File: src/rtl/tick_scheduler_if.sv
// Signal bundle between the stopwatch timebase and its surroundings.
// The slave side is the scheduler; the master side drives the switch inputs.
interface tick_scheduler_if;
    logic i_adj;
    logic i_pause;
    logic o_tick_2hz;
    logic o_tick_1hz;
    logic o_sel_tick;
    logic o_tick_refresh;
    logic o_blink;
    logic o_adj_mode;

    modport master (
        output i_adj,
        output i_pause,
        input  o_tick_2hz,
        input  o_tick_1hz,
        input  o_sel_tick,
        input  o_tick_refresh,
        input  o_blink,
        input  o_adj_mode
    );

    modport slave (
        input  i_adj,
        input  i_pause,
        output o_tick_2hz,
        output o_tick_1hz,
        output o_sel_tick,
        output o_tick_refresh,
        output o_blink,
        output o_adj_mode
    );
endinterface

File: src/rtl/tick_scheduler.sv
// Stopwatch timebase: 2 Hz / 1 Hz / refresh clock-enable pulses plus a
// count enable whose rate switches between 1 Hz and 2 Hz only on 2 Hz ticks.
module tick_scheduler #(
    parameter int DIV_2HZ     = 50_000_000,
    parameter int DIV_REFRESH = 200_000
) (
    input  logic             clk,
    input  logic             rst,
    tick_scheduler_if.slave  bus
);
    localparam int W2 = (DIV_2HZ > 1) ? $clog2(DIV_2HZ) : 1;
    localparam int WR = (DIV_REFRESH > 1) ? $clog2(DIV_REFRESH) : 1;

    typedef enum logic {NORMAL = 1'b0, ADJUST = 1'b1} modeState_t;

    logic          r_adjMeta, r_adjS;
    logic          r_pauseMeta, r_pauseS;
    logic [W2-1:0] r_cnt2;
    logic [WR-1:0] r_cntr;
    logic          r_phase;
    logic          r_tick2hz, r_tick1hz, r_selTick, r_tickRefresh;
    modeState_t    r_state, w_nextState;
    logic          w_wrap2, w_wrapR, w_adjMode;

    assign w_wrap2 = (r_cnt2 == W2'(DIV_2HZ - 1));
    assign w_wrapR = (r_cntr == WR'(DIV_REFRESH - 1));

    always_ff @(posedge clk or posedge rst) begin
        if (rst) begin
            r_adjMeta   <= 1'b0;
            r_adjS      <= 1'b0;
            r_pauseMeta <= 1'b0;
            r_pauseS    <= 1'b0;
        end else begin
            r_adjMeta   <= bus.i_adj;
            r_adjS      <= r_adjMeta;
            r_pauseMeta <= bus.i_pause;
            r_pauseS    <= r_pauseMeta;
        end
    end

    // sel_tick uses the mode and phase from before this edge's update
    always_ff @(posedge clk or posedge rst) begin
        if (rst) begin
            r_cnt2    <= '0;
            r_phase   <= 1'b0;
            r_tick2hz <= 1'b0;
            r_tick1hz <= 1'b0;
            r_selTick <= 1'b0;
        end else if (w_wrap2) begin
            r_cnt2    <= '0;
            r_phase   <= ~r_phase;
            r_tick2hz <= 1'b1;
            r_tick1hz <= r_phase;
            r_selTick <= ~r_pauseS & (w_adjMode | r_phase);
        end else begin
            r_cnt2    <= r_cnt2 + 1'b1;
            r_tick2hz <= 1'b0;
            r_tick1hz <= 1'b0;
            r_selTick <= 1'b0;
        end
    end

    always_ff @(posedge clk or posedge rst) begin
        if (rst) begin
            r_cntr        <= '0;
            r_tickRefresh <= 1'b0;
        end else if (w_wrapR) begin
            r_cntr        <= '0;
            r_tickRefresh <= 1'b1;
        end else begin
            r_cntr        <= r_cntr + 1'b1;
            r_tickRefresh <= 1'b0;
        end
    end

    always_ff @(posedge clk or posedge rst) begin
        if (rst) begin
            r_state <= NORMAL;
        end else begin
            r_state <= w_nextState;
        end
    end

    // Mode is only resampled on 2 Hz tick edges
    always_comb begin
        w_nextState = r_state;
        if (w_wrap2) begin
            w_nextState = r_adjS ? ADJUST : NORMAL;
        end
    end

    always_comb begin
        w_adjMode = (r_state == ADJUST);
    end

    assign bus.o_tick_2hz     = r_tick2hz;
    assign bus.o_tick_1hz     = r_tick1hz;
    assign bus.o_sel_tick     = r_selTick;
    assign bus.o_tick_refresh = r_tickRefresh;
    assign bus.o_blink        = r_phase;
    assign bus.o_adj_mode     = w_adjMode;
endmodule

File: src/flat_wrapper.sv
// flat-port wrapper written by rule: the top's interface ports become plain ports
module tick_scheduler_flat 
#(
    parameter int DIV_2HZ     = 50_000_000,
    parameter int DIV_REFRESH = 200_000
)
  (clk, rst, bus_i_adj, bus_i_pause, bus_o_tick_2hz, bus_o_tick_1hz, bus_o_sel_tick, bus_o_tick_refresh, bus_o_blink, bus_o_adj_mode);
  tick_scheduler_if bus_i ();
  input  logic clk;
  input  logic rst;
  input wire logic [$bits(bus_i.i_adj)-1:0] bus_i_adj;
  input wire logic [$bits(bus_i.i_pause)-1:0] bus_i_pause;
  output wire logic [$bits(bus_i.o_tick_2hz)-1:0] bus_o_tick_2hz;
  output wire logic [$bits(bus_i.o_tick_1hz)-1:0] bus_o_tick_1hz;
  output wire logic [$bits(bus_i.o_sel_tick)-1:0] bus_o_sel_tick;
  output wire logic [$bits(bus_i.o_tick_refresh)-1:0] bus_o_tick_refresh;
  output wire logic [$bits(bus_i.o_blink)-1:0] bus_o_blink;
  output wire logic [$bits(bus_i.o_adj_mode)-1:0] bus_o_adj_mode;
  assign bus_i.i_adj = bus_i_adj;
  assign bus_i.i_pause = bus_i_pause;
  assign bus_o_tick_2hz = bus_i.o_tick_2hz;
  assign bus_o_tick_1hz = bus_i.o_tick_1hz;
  assign bus_o_sel_tick = bus_i.o_sel_tick;
  assign bus_o_tick_refresh = bus_i.o_tick_refresh;
  assign bus_o_blink = bus_i.o_blink;
  assign bus_o_adj_mode = bus_i.o_adj_mode;
  tick_scheduler #(.DIV_2HZ(DIV_2HZ), .DIV_REFRESH(DIV_REFRESH)) u_core (.clk(clk), .rst(rst), .bus(bus_i));
endmodule
File: config.mk
export PLATFORM = sky130hd
export DESIGN_NAME = tick_scheduler_flat
export DESIGN_NICKNAME = d
export VERILOG_FILES = /design/src/rtl/tick_scheduler_if.sv /design/src/rtl/tick_scheduler.sv /design/src/flat_wrapper.sv
export SDC_FILE = /design/constraint.sdc
export NUM_CORES = 1
export LEC_CHECK = 0
export ABC_AREA = 1
export CAP_MARGIN = 20
export CORE_AREA = 3 3 84 86
export DETAILED_ROUTE_END_ITERATION = 12
export DIE_AREA = 0 0 87 89
export GPL_TIMING_DRIVEN = 0
export SLEW_MARGIN = 10
export SYNTH_ARGS = -nofsm -noshare
export SYNTH_HDL_FRONTEND = slang
export SYNTH_SLANG_ARGS = --single-unit
File: constraint.sdc
create_clock -name clk -period 1.9 [get_ports clk]
set_clock_uncertainty 0.05 [all_clocks]
set_input_delay 0.38 -clock clk [delete_from_list [all_inputs] [get_ports clk]]
set_output_delay 0.38 -clock clk [all_outputs]
set_load 0.01 [all_outputs]
* Word level (Yosys, flattened, before mapping)
Index checks and enable logic that the tools add are counted.
** Operators by class
- $add $sub $neg :: 2
- Multiply operators :: 0
- Divide/modulo/power cells :: 0
- Order comparisons :: 0
- Equality and inequality tests :: 2
- Shift-type cells :: 0
- Mux-type cells :: 7
- Bitwise operators :: 4
- Reductions and logical operators :: 0
** Operators with widths (count)
- $add A26 B1 Y26 const B :: 1
- $eq A26 B26 Y1 const B :: 1
- $mux W26 :: 1
- $add A18 B1 Y18 const B :: 1
- $eq A18 B18 Y1 const B :: 1
- $mux W18 :: 1
- $mux W1 :: 5
- $not A1 Y1 :: 2
- $and A1 B1 Y1 :: 1
- $or A1 B1 Y1 :: 1
** Storage, ports and cells
- Flip-flop bits (word level) :: 54
- Latch bits :: 0
- Bits in writable memories :: 0
- Bits in read-only memories :: 0
- Input port bits :: 4
- Output and inout bits :: 6
- Logic and storage cells :: 27
- Memories :: 0

* Longest topological paths before layout
Gate-level depths: netlist of the first run.
- Word-level depth :: 3
- Gate-level depth with buffers :: 9
- Depth with buffers taken out :: 9

* Worst setup path after synthesis of the first run
No wires, ideal clock.
- Kind :: register -> register
- Start :: register u_core.r_cntr[0]
- End :: register u_core.r_cntr[14]
- Library setup time :: 117 ps
- Data arrival time :: 1161 ps
- Data required time :: 1733 ps
- Path slack :: 571 ps
- Stages on the path, launching flop included :: 9
- Buffers on the path :: 0
- Period minus slack after synthesis :: 1329 ps
- Cell sequence :: dfrtp_1 ha_1 nand2_1 nor2_4 nand2_2 nor2_2 nand2_1 o21ai_1 inv_1
** On the way
- Cells in the longest elaborated chain, start to end :: 2
- Elaborated cells between the ends (all ways) :: 3
- Classes of those cells :: add/sub (1); eq/ne (1); mux (1)
** Ends and longest elaborated chain
- start: declaration :: RTL line tick_scheduler.sv:19 : logic [WR-1:0] r_cntr;
- start signal: assignment :: RTL line tick_scheduler.sv:72 : r_cntr <= r_cntr + 1'b1;
- $add A18 B1 Y18 or $eq A18 B18 Y1 (tied branches) :: RTL line tick_scheduler.sv:72, tick_scheduler.sv:26
- $mux W18 (*) :: RTL line tick_scheduler.sv:68 : end else if (w_wrapR) begin
Every way passes the cells marked *; elsewhere a longest branch is shown, timed or not.
A chain may end at the register's enable or synchronous reset.

* Worst setup path in the final report of the first run
- Start :: register u_core.r_phase (netlist: u_core.bus.o_blink)
- End :: output port bus_o_blink
** RTL lines
- start: declaration :: RTL line tick_scheduler.sv:20 : logic r_phase;
- start signal: assignment :: RTL line tick_scheduler.sv:52 : r_phase <= ~r_phase;
- end: declaration :: RTL line flat_wrapper.sv:17 : output wire logic [$bits(bus_i.o_blink)-1:0] bus_o_blink;
No word-level cell between the ends.

==> impl_results.md, run 1 <==
- IO Port Bufs: 9
- Clock slew seen by the registers of the worst setup and hold paths: approximately 90 ps
- Nets@finish: 393
- Gpl congestion: just over 0.8
- Hold Crit Class: reg2reg
- Area after DPL: approximately 3000 um2
- CP Capture Type: output port
- Peak VDD IR: slightly below 0.4 mV
- Register Area: ~1400 um2
- Post-Synth Adder-Cell Area: less than 1%
- P_int: between 1 and 1.5 mW
- Postcts setup bufs: 0
- Global-route wire length before repair: between 8000 and 9000 um
- Status: complete, no violations
- DP HPWL: about 4000 um
- Overflow left after global routing: 0
- CTS tree: done
- 1st-iter DRT viols: 82
- DR vias/cell: ~4.6
- CTS HTree Levels: 2
- Max incr delay on CP: between 500 and 600 ps
- Final setup fails: 0
- Post-cts resize count: 0
- Static leakage: around 1.5 nW
- Critical Path Source Type: flip-flop
- Clock power share: 35.3%
- Min cycle time layout: approximately 1700 ps
- Die area: just under 8000 um2
- N_diodes: 0
- ANT nets after route: 0
- Initial antenna violation count: 0
- Worst-margin pin slew: between 500 and 600 ps
- Site row count: 29
- Routed len/inst: between 10 and 15 um
- Critical-path cell list: clkdlybuf4s50_1
- Worst Path Required: about 1500 ps
- Part of the power in registers: approximately 63%
- FF+latch count, synth: 54
- R2R Path Start: u_core.r_cnt2[0]$_DFF_PP0_
- Sw Share: between 20% and 30%
- Register area share after synthesis: approximately 48%
- Net switching power: between 0.3 and 0.4 mW
- Crit path DAT: approximately 1300 ps
- Max-slew violation count: 0
- # DRC: 0
- Final hold vios: 0
- Largest net degree at the start of global routing: 32
- Power per cell area: just under 600 nW/um2
- Fillers: around 620
- Die Y: roughly 90 um
- Largest cells by area after synthesis: dfrtp_1, nand2_1, nor2_1, inv_1, xor2_1
- Area Growth Syn to Fin: 10.5%
- Vias in the first global route: 1956
- Post-synthesis cell count: 370
- First-pass iteration count of the detailed router: 4
- FF-to-FF setup slack: roughly 400 ps
- CORE AREA: about 6300 um2
- Starting Density: between 40 and 50%
- GRT Total Usage: between 10 and 15%
- CP Buf/Inv Count: 1
- # IOs: 10
- FMAX: 594 MHz
- Final Cycle Share: about nine tenths
- Simple logic cell fraction of the synthesized area: a little over a third
- Vias: 2132
- Syn_area_per_cell: about 7.6 um2
- Total Power: roughly 1.8 mW
- Post-synth EDFFs: 0
- CP top delay family: buffers and inverters
- Final Cell Area: around 3100 um2
- Top cells by count, synth: nand2_1, nor2_1, dfrtp_1
- Hold-fix buffers, CTS: 0
- Main combinational cell family by area after synthesis: simple AND/OR/NAND/NOR gates
- Count leader, synth: nand2_1
- Area of the multi-input gates: 1280 um2
- Warnings, synthesis: 0
- Crit path to: bus_o_blink
- Logic gate share of total power: under 10%
- Synth area leader: dfrtp_1
- CTS Buffer Depth: 2
- Min-Delay Path Depth: 0
- Crit. Startpoint: u_core.bus.o_blink$_DFFE_PP0N_
- Mapped cell area: around 2800 um2
- Multiplexer area fraction after synthesis: 0%
- Reg2reg end: u_core.bus.o_blink$_DFFE_PP0N_
- Clk_lat worst skew: roughly 300 ps
- Maximum fanout along the worst path: 4
- RSZ-0062 raised after global routing: no
- Synth Flop Type: dfrtp_1
- Cells on worst reg2reg path: 8
- CTS root buffer: clkbuf_8
- Num CTS Buffers: 5
- Top cell type's share of synthesized area: a little under half
- Proportion of layout cells with a drive suffix above 1: 8.25%
- Drt total wl: 5040 um
- CP max-delay cell: clkdlybuf4s50_1
- Max Cap Viol: 0
- Crit path depth: 1
- Die width: ~87 um
- TritonCTS Sinks: 54
- Synthesized Nets: ~380
- Synth Area in Compound Gates: about 1.7%
- Synth unique cells: 20
- Xor/xnor share of the synthesized area: under 10%
- Critical path class: reg2out
- Max-slew headroom: 64.3%
- Async set-reset flop share out of synthesis: 100%
==> layout make-up <==
| cell class | instances | share of cell area (%) |
|---|---|---|
| clock inverters | 1 | 0.160 |
| flip-flops and latches | 54 | 43.3 |
| clock buffers | 7 | 2.76 |
| well taps | 77 | 3.08 |
| repair buffers | 10 | 3.53 |
| multi-input cells | 265 | 41.1 |
| inverters | 51 | 6.13 |
==> through the flow <==
step	utilization [%]	instances	setup TNS, ps	worst slack, ps	hold WS [ps]
floorplan	-	370	0	155	281
global placement	47.4	456	-47850	-889	282
detailed placement	47.7	457	0	398	285
CTS	49.2	465	0	201	306
global route	49.2	465	0	160	320
finish	49.2	465	0	215	304
==> cells in the final DEF, fill, tap and decap left out, drive strengths merged <==
cell,synthesis,final
nand2,103,103
nand3b,4,4
nor3,2,2
buf,0,1
nor2,97,97
dfrtp,54,54
nand3,21,21
ha,2,2
o21bai,1,1
clkbuf,0,7
a21oi,6,6
inv,51,51
clkinv,0,1
nand4,3,3
clkdlybuf4s50,0,9
o21ai,2,2
xor2,20,20
xnor2,4,4
==> power by group through the flow <==
stage	clock network [mW]	logic [mW]	registers, mW
2_1_floorplan	0	0.0168	1.18
3_3_place_gp	0	0.0295	1.18
3_5_place_dp	0	0.0348	1.18
4_1_cts	0.678	0.0348	1.15
5_1_grt	0.710	0.0375	1.15
6_report	0.649	0.0326	1.15
==> per-layer routing <==
layer,part of all wire (%),routed length (um),vias to the layer above,track usage [%]
li1,-,-,1151,-
met1,49,2490,953,18.0
met2,46,2330,19,24.4
met3,2.4,123,9,2.58
met4,2.0,100,0,5.81
met5,0,0,-,0
==> worst min path at each step <==
stage | start | slack, ps | end
5_1_grt | u_core.r_pauseMeta$_DFF_PP0_ | 320 | u_core.r_pauseS$_DFF_PP0_
2_1_floorplan | u_core.r_adjMeta$_DFF_PP0_ | 280 | u_core.r_adjS$_DFF_PP0_
4_1_cts | u_core.r_adjMeta$_DFF_PP0_ | 310 | u_core.r_adjS$_DFF_PP0_
3_3_place_gp | u_core.r_pauseMeta$_DFF_PP0_ | 280 | u_core.r_pauseS$_DFF_PP0_
6_report | u_core.r_adjMeta$_DFF_PP0_ | 300 | u_core.r_adjS$_DFF_PP0_
3_5_place_dp | u_core.r_adjMeta$_DFF_PP0_ | 280 | u_core.r_adjS$_DFF_PP0_
==> sequential cells by signal (all words and copies together) (netlist names) <==
name	cells
u_core.r_adjS	1
u_core.bus.o_tick_refresh	1
u_core.r_cnt2	26
u_core.bus.o_blink	1
u_core.bus.o_sel_tick	1
u_core.bus.o_adj_mode	1
u_core.r_adjMeta	1
u_core.r_pauseS	1
u_core.bus.o_tick_1hz	1
u_core.r_pauseMeta	1
u_core.bus.o_tick_2hz	1
u_core.r_cntr	18
==> logic make-up after synthesis <==
family | Yosys count
simple gates | 230
flops | 54
fa+ha+maj | 2
buf+inv | 51
xor+xnor | 24
compound gates | 9
(Power assumes the default switching activity.)
==> inputs of run 2 (changes only) <==
--- a/config.mk
+++ b/config.mk
@@ -10,7 +10,6 @@
 export CORE_AREA = 3 3 84 86
 export DETAILED_ROUTE_END_ITERATION = 12
 export DIE_AREA = 0 0 87 89
-export GPL_TIMING_DRIVEN = 0
 export SLEW_MARGIN = 10
 export SYNTH_ARGS = -nofsm -noshare
 export SYNTH_HDL_FRONTEND = slang
==> run 2 against run 1 <==
Against the previous run: clock power grew 20%; design area grew 1.4%; critical path depth is the same; clock-buffer cell count shrank 2; highest routed layer unchanged.
==> impl_results.md, run 2 (synthesis gave the netlist of run 1 again) <==
- ANT nets after route: 0
- Most flop-heavy register: u_core.r_cnt2
- R2R Path Start: u_core.r_cnt2[0]$_DFF_PP0_
- GRT Total Usage: between 10% and 20%
- CTS HTree Levels: 2
- Max-slew violation count: 0
- Nets@finish: slightly below 400
- Peak VDD IR: between 0.3 and 0.4 mV
- Static leakage: around 1.5 nW
- Die Y: roughly 89 um
- Area after DPL: ~3000 um2
- Clock power share: between 30% and 40%
- Hold_sp: u_core.r_adjMeta$_DFF_PP0_
- Routed len/inst: ~11 um
- Drt total wl: 5230 um
- Final hold slack: between 300 and 400 ps
- Vias: between 2000 and 2500
- Crit path DAT: ~1300 ps
- Die width: between 80 and 90 um
- Hold Crit Class: reg2reg
- CTS tree: done
- FMAX: approximately 600 MHz
- Critical path class: reg2out
- 1st-iter DRT viols: 110
- Initial antenna violation count: 0
- IO Port Bufs: 9
- Largest net degree at the start of global routing: 23
- Logic gate share of total power: about 1.9%
- CTS root buffer: clkbuf_8
- Crit path depth: 1
- Critical Path Source Type: flip-flop
- Min-Delay Path Depth: 0
- Cells on worst reg2reg path: 8
- Worst hold endpoint: u_core.r_adjS$_DFF_PP0_
- Setup TNS: 0 ps
- Max-slew headroom: about three quarters
- DR vias/cell: 4.68
- Postcts setup bufs: 0
- Final Cycle Share: approximately nine tenths
- CP max-delay cell: clkdlybuf4s50_1
- Min cycle time layout: 1710 ps
- Final setup fails: 0
- Proportion of layout cells with a drive suffix above 1: 8.74%
- Clk_lat worst skew: between 300 and 400 ps
- Cell Count, Final, Fillers Out: approximately 470
- Global-route wire length before repair: about 9300 um
- CP Buf/Inv Count: 1
- Die area: 7740 um2
- Sw Share: 20.9%
- Max reg flops: 26
- Power per cell area: ~620 nW/um2
- Hold-fix buffers, CTS: 0
- Reg2reg end: u_core.r_cnt2[22]$_DFF_PP0_
- Final hold vios: 0
- Top flop regs: u_core.r_cnt2: 26 flops, u_core.r_cntr: 18 flops
- Num CTS Buffers: 5
- DP HPWL: 4120 um
- Worst-margin pin slew: ~400 ps
- CP top delay family: buffers and inverters
- Total Power: 1.97 mW
- RSZ-0062 raised after global routing: no
- P_int: 1.56 mW
- Critical-path cell list: clkdlybuf4s50_1
- Site row count: 29
- Starting Density: between 40 and 50%
- Area Growth Syn to Fin: 12.0%
- Max incr delay on CP: between 500 and 600 ps
- # IOs: 10
- FF-to-FF setup slack: 390 ps
- TritonCTS Sinks: 54
- Clock slew seen by the registers of the worst setup and hold paths: around 100 ps
- CORE AREA: roughly 6300 um2
- Most common cell after layout, fill and taps aside: nand2_1
- Vias in the first global route: between 2000 and 2500
- CP Capture Type: output port
- Post-Place Cells: roughly 460
- Part of the power in registers: roughly three fifths
- Overflow left after global routing: 0
- Commonest cells after routing, fill and taps aside: nand2_1, nor2_1, dfrtp_1
- N_diodes: 0
- Max Cap Viol: 0
- Status: complete, no violations
- First-pass iteration count of the detailed router: 4
- Final Cell Area: roughly 3200 um2
- Maximum fanout along the worst path: 4
- # DRC: 0
- Fillers: ~620
- Worst Path Required: 1470 ps
- Gpl congestion: a little under 0.9
- CTS Buffer Depth: 2
- Net switching power: approximately 0.41 mW
- Post-cts resize count: 0
==> run 2: cell types whose count changed in the layout (fill, tap and decap cells not counted), sizes merged <==
cell      before  now
clkbuf         7    5
clkinvlp       0    2
buf            1    2
clkinv         1    0
bufinv         0    1
==> run 2: worst max path at each step <==
stage	startpoint	to	slack, ps
2_1_floorplan	rst	u_core.bus.o_adj_mode$_DFFE_PP0N_	160
3_3_place_gp	u_core.r_cnt2[0]$_DFF_PP0_	u_core.r_cnt2[22]$_DFF_PP0_	430
3_5_place_dp	u_core.r_cnt2[0]$_DFF_PP0_	u_core.r_cnt2[22]$_DFF_PP0_	400
4_1_cts	u_core.bus.o_blink$_DFFE_PP0N_	bus_o_blink	170
5_1_grt	u_core.bus.o_blink$_DFFE_PP0N_	bus_o_blink	150
6_report	u_core.bus.o_blink$_DFFE_PP0N_	bus_o_blink	190
==> run 2: worst register-to-register path, stage by stage, from the launching register on <==
cell	delay (ps)
dfrtp_1	380
ha_1	170
nand2_1	100
nor2_4	180
nand2_2	90
nor2_2	220
nand3_1	110
nand2_1	70
nor2_1	40
==> run 2: cell type report <==
type / instances / area (um2) / share of cell area (%)
Clock buffer: 5 / 68.8 / 2.17
Clock inverter: 3 / 45.0 / 1.42
Inverter: 51 / 191 / 6.05
Multi-Input combinational cell: 265 / 1280 / 40.5
Sequential cell: 54 / 1350 / 42.7
Tap cell: 77 / 96.3 / 3.04
Timing Repair Buffer: 11 / 130 / 4.11
==> run 2: power by group through the flow <==
stage | logic (mW) | registers (mW) | clock network, mW
finish | 0.0376 | 1.15 | 0.778
global route | 0.0434 | 1.15 | 0.846
CTS | 0.0403 | 1.15 | 0.811
detailed placement | 0.0403 | 1.18 | 0
global placement | 0.0397 | 1.18 | 0
floorplan | 0.0168 | 1.18 | 0
==> run 2: metal layers <==
metal  track usage, %  wire [um]  up-vias
met5                0          0        -
met4             4.96         63        0
met3             3.32        130        6
met2             26.6       2480       17
met1             18.7       2550     1005
li1                 -          -     1151
==> run 2: stage by stage <==
step	setup slack, ps	utilization [%]
global route	148	49.9
finish	190	49.9
detailed placement	402	48.1
global placement	426	48.1
floorplan	155	-
CTS	174	49.9
